### src/rtl/i2s_transmitter.sv
`default_nettype none
// ============================================================================
//  Module      : i2s_transmitter
//  Description : Standard I2S serializer. A one-entry holding register takes
//                a {left, right} pair over a valid/ready handshake. At each
//                frame start the pair moves into a frame shift register and is
//                sent MSB first, with the one-bit word-select delay of I2S.
//                A missing sample plays a zero frame and pulses underrun.
//  Revision    : 1.0 - initial release
// ============================================================================
module i2s_transmitter #(
    parameter int WIDTH = 16
) (
    input  logic             clk,
    input  logic             rst,
    input  logic             clk_en,
    input  logic [WIDTH-1:0] sample_left,
    input  logic [WIDTH-1:0] sample_right,
    input  logic             sample_valid,
    output logic             sample_ready,
    output logic             i2s_bclk,
    output logic             i2s_lrclk,
    output logic             i2s_sdata,
    output logic             underrun
);

    localparam int                 c_FRAME_W  = 2 * WIDTH;
    localparam int                 c_K_W      = $clog2(c_FRAME_W);
    localparam logic [c_K_W-1:0]   c_K_LAST   = c_K_W'(c_FRAME_W - 1);
    localparam logic [c_K_W-1:0]   c_K_LR_LO  = c_K_W'(WIDTH - 1);
    localparam logic [c_K_W-1:0]   c_K_LR_HI  = c_K_W'(c_FRAME_W - 2);

    logic [c_FRAME_W-1:0] r_hold_q,     w_hold_d;
    logic                 r_full_q,     w_full_d;
    logic [c_FRAME_W-1:0] r_shift_q,    w_shift_d;
    logic [c_K_W-1:0]     r_k_q,        w_k_d;
    logic                 r_bclk_q,     w_bclk_d;
    logic                 r_lrclk_q,    w_lrclk_d;
    logic                 r_sdata_q,    w_sdata_d;
    logic                 r_underrun_q, w_underrun_d;

    logic                 w_accept;
    logic [c_K_W-1:0]     w_k_next;

    // Next-state logic: bclk toggling, frame loading and the input handshake.
    // The frame load looks only at r_full_q, so an accept on the same edge
    // cannot bypass into the frame being loaded.
    always_comb begin
        w_hold_d     = r_hold_q;
        w_full_d     = r_full_q;
        w_shift_d    = r_shift_q;
        w_k_d        = r_k_q;
        w_bclk_d     = r_bclk_q;
        w_lrclk_d    = r_lrclk_q;
        w_sdata_d    = r_sdata_q;
        w_underrun_d = 1'b0;

        w_accept = sample_valid && !r_full_q;
        w_k_next = (r_k_q == c_K_LAST) ? '0 : r_k_q + c_K_W'(1);

        if (clk_en) begin
            if (!r_bclk_q) begin
                // Rising bclk: receiver samples, nothing else moves.
                w_bclk_d = 1'b1;
            end else begin
                w_bclk_d  = 1'b0;
                w_k_d     = w_k_next;
                // Word select leads each channel MSB by one bit.
                w_lrclk_d = (w_k_next >= c_K_LR_LO) && (w_k_next <= c_K_LR_HI);
                if (w_k_next == '0) begin
                    if (r_full_q) begin
                        w_shift_d = r_hold_q;
                        w_full_d  = 1'b0;
                    end else begin
                        w_shift_d    = '0;
                        w_underrun_d = 1'b1;
                    end
                end else begin
                    w_shift_d = {r_shift_q[c_FRAME_W-2:0], 1'b0};
                end
                w_sdata_d = w_shift_d[c_FRAME_W-1];
            end
        end

        if (w_accept) begin
            w_hold_d = {sample_left, sample_right};
            w_full_d = 1'b1;
        end
    end

    // State registers; reset parks k on the last bit so the first fall starts a frame.
    always_ff @(posedge clk) begin
        if (rst) begin
            r_hold_q     <= '0;
            r_full_q     <= 1'b0;
            r_shift_q    <= '0;
            r_k_q        <= c_K_LAST;
            r_bclk_q     <= 1'b0;
            r_lrclk_q    <= 1'b0;
            r_sdata_q    <= 1'b0;
            r_underrun_q <= 1'b0;
        end else begin
            r_hold_q     <= w_hold_d;
            r_full_q     <= w_full_d;
            r_shift_q    <= w_shift_d;
            r_k_q        <= w_k_d;
            r_bclk_q     <= w_bclk_d;
            r_lrclk_q    <= w_lrclk_d;
            r_sdata_q    <= w_sdata_d;
            r_underrun_q <= w_underrun_d;
        end
    end

    assign sample_ready = ~r_full_q;
    assign i2s_bclk     = r_bclk_q;
    assign i2s_lrclk    = r_lrclk_q;
    assign i2s_sdata    = r_sdata_q;
    assign underrun     = r_underrun_q;

endmodule
`default_nettype wire

### config.mk
export PLATFORM = sky130hd
export DESIGN_NAME = i2s_transmitter
export DESIGN_NICKNAME = d
export VERILOG_FILES = /design/src/rtl/i2s_transmitter.sv
export SDC_FILE = /design/constraint.sdc
export NUM_CORES = 1
export LEC_CHECK = 0
export CORE_ASPECT_RATIO = 1.4
export CORE_MARGIN = 2
export CORE_UTILIZATION = 55
export CTS_BUF_LIST = sky130_fd_sc_hd__clkbuf_4 sky130_fd_sc_hd__clkbuf_8 sky130_fd_sc_hd__clkbuf_16
export CTS_CLUSTER_DIAMETER = 30
export CTS_CLUSTER_SIZE = 24
export DETAILED_ROUTE_END_ITERATION = 12
export PLACE_DENSITY = 0.85
export SLEW_MARGIN = 10
export SYNTH_ARGS = -nofsm -noshare
export SYNTH_HDL_FRONTEND = slang
export SYNTH_SLANG_ARGS = --single-unit
### constraint.sdc
create_clock -name clk -period 3.16 [get_ports clk]
set_clock_uncertainty 0.15 [all_clocks]
set_input_delay 0.632 -clock clk [delete_from_list [all_inputs] [get_ports clk]]
set_output_delay 0.632 -clock clk [all_outputs]
set_load 0.01 [all_outputs]
After elaboration in Yosys (flattened, before gate mapping)

Index checks and enable logic that the tools add are counted.
W data, S select, Z words.

Muxes and demuxes: 9
Reductions and logical operators: 10
Bitwise operators: 4
Add/sub/neg operators: 1
Divide/modulo/power cells: 0
$lt $le $gt $ge: 2
$mul: 0
Eq/ne operators: 1
Shift operators: 0

Operators with widths:

| cell                  | number |
|---|---|
| $mux W32              | 2 |
| $mux W1               | 6 |
| $reduce_bool A2 Y1    | 3 |
| $add A5 B1 Y5 const B | 1 |
| $eq A5 B5 Y1 const B  | 1 |
| $ge A5 B4 Y1 const B  | 1 |
| $le A5 B5 Y1 const B  | 1 |
| $logic_not A5 Y1      | 1 |
| $mux W5               | 1 |
| $not A1 Y1            | 4 |
| $reduce_or A4 Y1      | 1 |
| $reduce_and A3 Y1     | 1 |
| $logic_and A1 B1 Y1   | 2 |
| $reduce_and A2 Y1     | 1 |
| $logic_not A1 Y1      | 1 |

Bits in writable memories: 0
Word-level logic and storage cells: 35
Memories: 0
Bits in latches: 0
Memory bits (read-only): 0
Input port bits: 36
Bits in registers: 73

Logic depth before layout (Yosys ltp)

Depth after elaboration: 7
Depth in mapped cells: 9

Worst setup path after synthesis

Ideal clock, no wire load.

Path type: register -> register
Start: reg r_k_q[0]
End: reg r_sdata_q (netlist: i2s_sdata)
Slack: 0.816 ns
Library setup time: 0.073 ns
Stages on the path, launching flop included: 10
Buffers on the path: 2
Data arrival time: 2.121 ns
Period minus slack after synthesis: 2.344 ns
Required time: 2.937 ns
Cell sequence: dfxtp_1 > ha_1 > and3_1 > ha_1 > nor2b_1 > mux2_4 > or2_1 > buf_6 > buf_6 > o211ai_2

Longest elaborated chain between the ends: 4
Elaborated cells between the ends (all ways): 5
Classes of those cells: add/sub: 1; eq/ne: 1; mux: 2; reduce/logical: 1

Ends and longest elaborated chain:

| what                                                 | RTL line | RTL |
|---|---|---|
| from (decl)                                          | 36       | `logic [c_K_W-1:0] r_k_q, w_k_d;` |
| from (signal assigned)                               | 97       | `r_k_q <= c_K_LAST;` |
| from (signal assigned)                               | 106      | `r_k_q <= w_k_d;` |
| $add A5 B1 Y5 / $eq A5 B5 Y1 (equally long branches) | 59       | `w_k_next = (r_k_q == c_K_LAST) ? '0 : r_k_q + c_K_W'(1);` |
| $mux W5 (*)                                          | 59       |  |
| $logic_not A5 Y1 (*)                                 | 70       | `if (w_k_next == '0) begin` |
| $mux W32 (*)                                         | 70       |  |
| to (signal assigned)                                 | 109      | `r_sdata_q <= w_sdata_d;` |
| to (decl)                                            | 39       | `logic r_sdata_q, w_sdata_d;` |

Every way passes the cells marked *; elsewhere a longest branch is shown, timed or not.
A chain may end at the register's enable or synchronous reset.

Final worst setup path

Start: reg r_k_q[0]
End: reg r_shift_q[16]

Longest elaborated chain between the ends: 4
Elaborated cells between the ends (all ways): 5
Classes of those cells: add/sub: 1; eq/ne: 1; mux: 2; reduce/logical: 1

Ends and longest elaborated chain:

| what                                                 | RTL line | RTL |
|---|---|---|
| $add A5 B1 Y5 / $eq A5 B5 Y1 (equally long branches) | 59       |  |
| $mux W5 (*)                                          | 59       |  |
| $logic_not A5 Y1 (*)                                 | 70       |  |
| $mux W32 (*)                                         | 70       |  |
| to (signal assigned)                                 | 105      | `r_shift_q <= w_shift_d;` |
| to (decl)                                            | 35       | `logic [c_FRAME_W-1:0] r_shift_q, w_shift_d;` |

Marked as above.

==> run summary <==
unrepaired setup endpoints after global routing: false
layout cells sized above 1: 15.88%
detailed placement HPWL: 4.754 mm
CP arrival: 2960 ps
wire length per cell: 15.14 um
distinct cell type count after synthesis: 31
Yosys Warn Count: 0
Synth Instances: 388
# setup viols final: 0
Worst Path Max Fanout: 35
die area: 6646 um2
design area: 3954 um2
top area cells in the synthesized netlist: dfxtp_1, nand2_1, o211ai_2, o211ai_1, a21oi_1
placed cells: 476
Total Neg Setup Slack: 0 ps
Max Root-Sink Buffers: 2
Total Wirelength: 7.448 mm
GRT Util Overall: 23.61%
period utilisation layout: 89.97%
area of the mapped netlist: 3301 um2
R2R depth: 8
fmax: 351.7 MHz
drt drc: 0
outcome: finished clean
HP Class: flop to flop
Worst-Skew Late Latency: 340 ps
via count: 2879
Crit Path Category: flop to flop
largest net degree at the start of global routing: 44
Syn Nets: 429
total leakage power: 1.483 nW
Critical R2R Launch: r_k_q[0]
flop and latch count out of synthesis: 73
Worst Hold Endpoint: r_hold_q[0]
Placement Cell Area: 3739 um2
# H-tree levels: 3
ANT nets after route: 0
maxcap violations: 0
WHS Path Cells: 2
startpoint type of the worst setup path: flop
CTS Buf Count: 9
Ant. Diodes: 0
Yosys top cell by area: dfxtp_1
Site Rows: 33
register area share after synthesis: 44.28%
final core area utilization: 67.91%
CTS clk-pin slew, worst paths: 80 ps
initial core utilization: 56.69%
die width: 69.47 um
worst r2r dst: r_shift_q[16]
CTS resizes: 0
Tmin final: 2843 ps
Starting DRT DRC Count: 191
Pins Over Slew Limit: 0
vias in the first global route: 2829
height of the die: 95.66 um
most frequent cells in the layout: nand2_1, dfxtp_1, clkdlybuf4s50_1
DR pass1 iterations: 4
initial antenna violation count: 0
PwrDens: 542.6 nW/um2
postcts setup bufs: 0
routability cong.: 0.8359
VDD IR max: 0.0003422 V
Area growth syn-to-layout: 19.79%
clock sink total: 73
most common cell after layout, fill and taps aside: nand2_1
clock root buffer: clkbuf_8
area share of the largest cell type after synthesis: 44.28%
WP data required: 3270 ps
worst slew pin tran: 422.3 ps
first-pass GRT wire length: 12.69 mm
hold wc startpoint: r_hold_q[0]
final hold vios: 0
Power, Total: 2.145 mW
fin nets: 458
# IOs: 41
gr ovfl total: 0
Layout Cells excl Fill: 492
syn_area_per_cell: 8.507 um2
CTS tree: built
IO Port Bufs: 40
Worst R2R Setup Slack: 320 ps
CORE AREA: 5822 um2
CP endpoint kind: flop
relative slew slack: 71.78%
Via density: 5.852
cts hold-fix bufs: 0
-- sequential cells by signal (all words and copies together) (netlist names) --
register,count
r_hold_q,32
r_shift_q,31
r_k_q,5
i2s_bclk,1
i2s_lrclk,1
i2s_sdata,1
r_full_q,1
underrun,1
-- through the flow --
step / worst slack (ps) / hold slack (ps)
final: 317.0 / 307.0
after CTS: 335.5 / 308.5
after global routing: 143.8 / 330.4
after global placement: 439.4 / 295.6
after detailed placement: 352.3 / 298.3
after floorplan: 816.1 / 282.1
-- cell families (layout without fill, tap and decap cells) --
logic type / count (synthesis) / after routing / share of synthesized area (%)
and+or+nand+nor: 160 / 160 / 21.19
AOI/OAI and AO/OA: 106 / 106 / 25.93
DFF: 73 / 73 / 44.28
buffers and inverters: 40 / 74 / 5.459
adders and majority gates: 5 / 5 / 1.895
xor gates and xnor gates: 3 / 3 / 0.7962
muxes: 1 / 1 / 0.4548
-- worst max-delay path by stage --
stage                    endpoint  slack [ps]  startpoint
global placement     r_shift_q[5]         440    r_k_q[0]
CTS                 r_shift_q[16]         340    r_k_q[0]
global route         r_shift_q[6]         140    r_k_q[0]
finish              r_shift_q[16]         320    r_k_q[0]
detailed placement  r_shift_q[16]         350    r_k_q[0]
floorplan               i2s_sdata         820    r_k_q[0]
-- cell type report --
type | instances | area, um2
fillers | 455 | 1868
multi-input cells | 275 | 1673
flip-flops and latches | 73 | 1461
repair buffers | 53 | 498.0
clock buffers | 12 | 165.2
well taps | 70 | 87.58
clock inverters | 4 | 50.05
inverters | 5 | 18.77
-- layer usage --
| metal | wire, um | GRT usage (%) | vias to the layer above |
|---|---|---|---|
| met2 | 3930 | 43.83 | 68 |
| met5 | 0 | 0 | - |
| met1 | 3000 | 25.40 | 1365 |
| met3 | 338 | 5.074 | 18 |
| met4 | 178 | 11.44 | 0 |
| li1 | - | - | 1428 |
-- critical path, stage by stage, from the launching register on --
cell	delay, ps
dfxtp_1	520
ha_1	340
and3_1	190
ha_1	310
nor2b_1	80
mux2_4	430
or2_1	290
buf_4	240
o211ai_2	210
-- cells in the mapped netlist (all sizes together) --
cell type	number
a2111o	1
a21oi	36
a31oi	1
and3	1
and4bb	1
buf	6
clkbuf	29
dfxtp	73
ha	5
inv	5
mux2	1
nand2	105
nand3	36
nor2	6
nor2b	2
nor3	2
nor3b	1
nor4	1
o211ai	66
o21ai	1
o31ai	1
or2	1
or2b	1
or3	1
or4	1
or4b	1
xnor2	3
-- where the power goes --
group | internal [mW] | leakage [nW] | switching (mW) | total [mW]
Sequential | 0.955 | 0.595 | 0.0280 | 0.983
Clock | 0.428 | 0.105 | 0.342 | 0.770
Combinational | 0.127 | 0.784 | 0.265 | 0.392
Power figures use the tool's default switching activity.
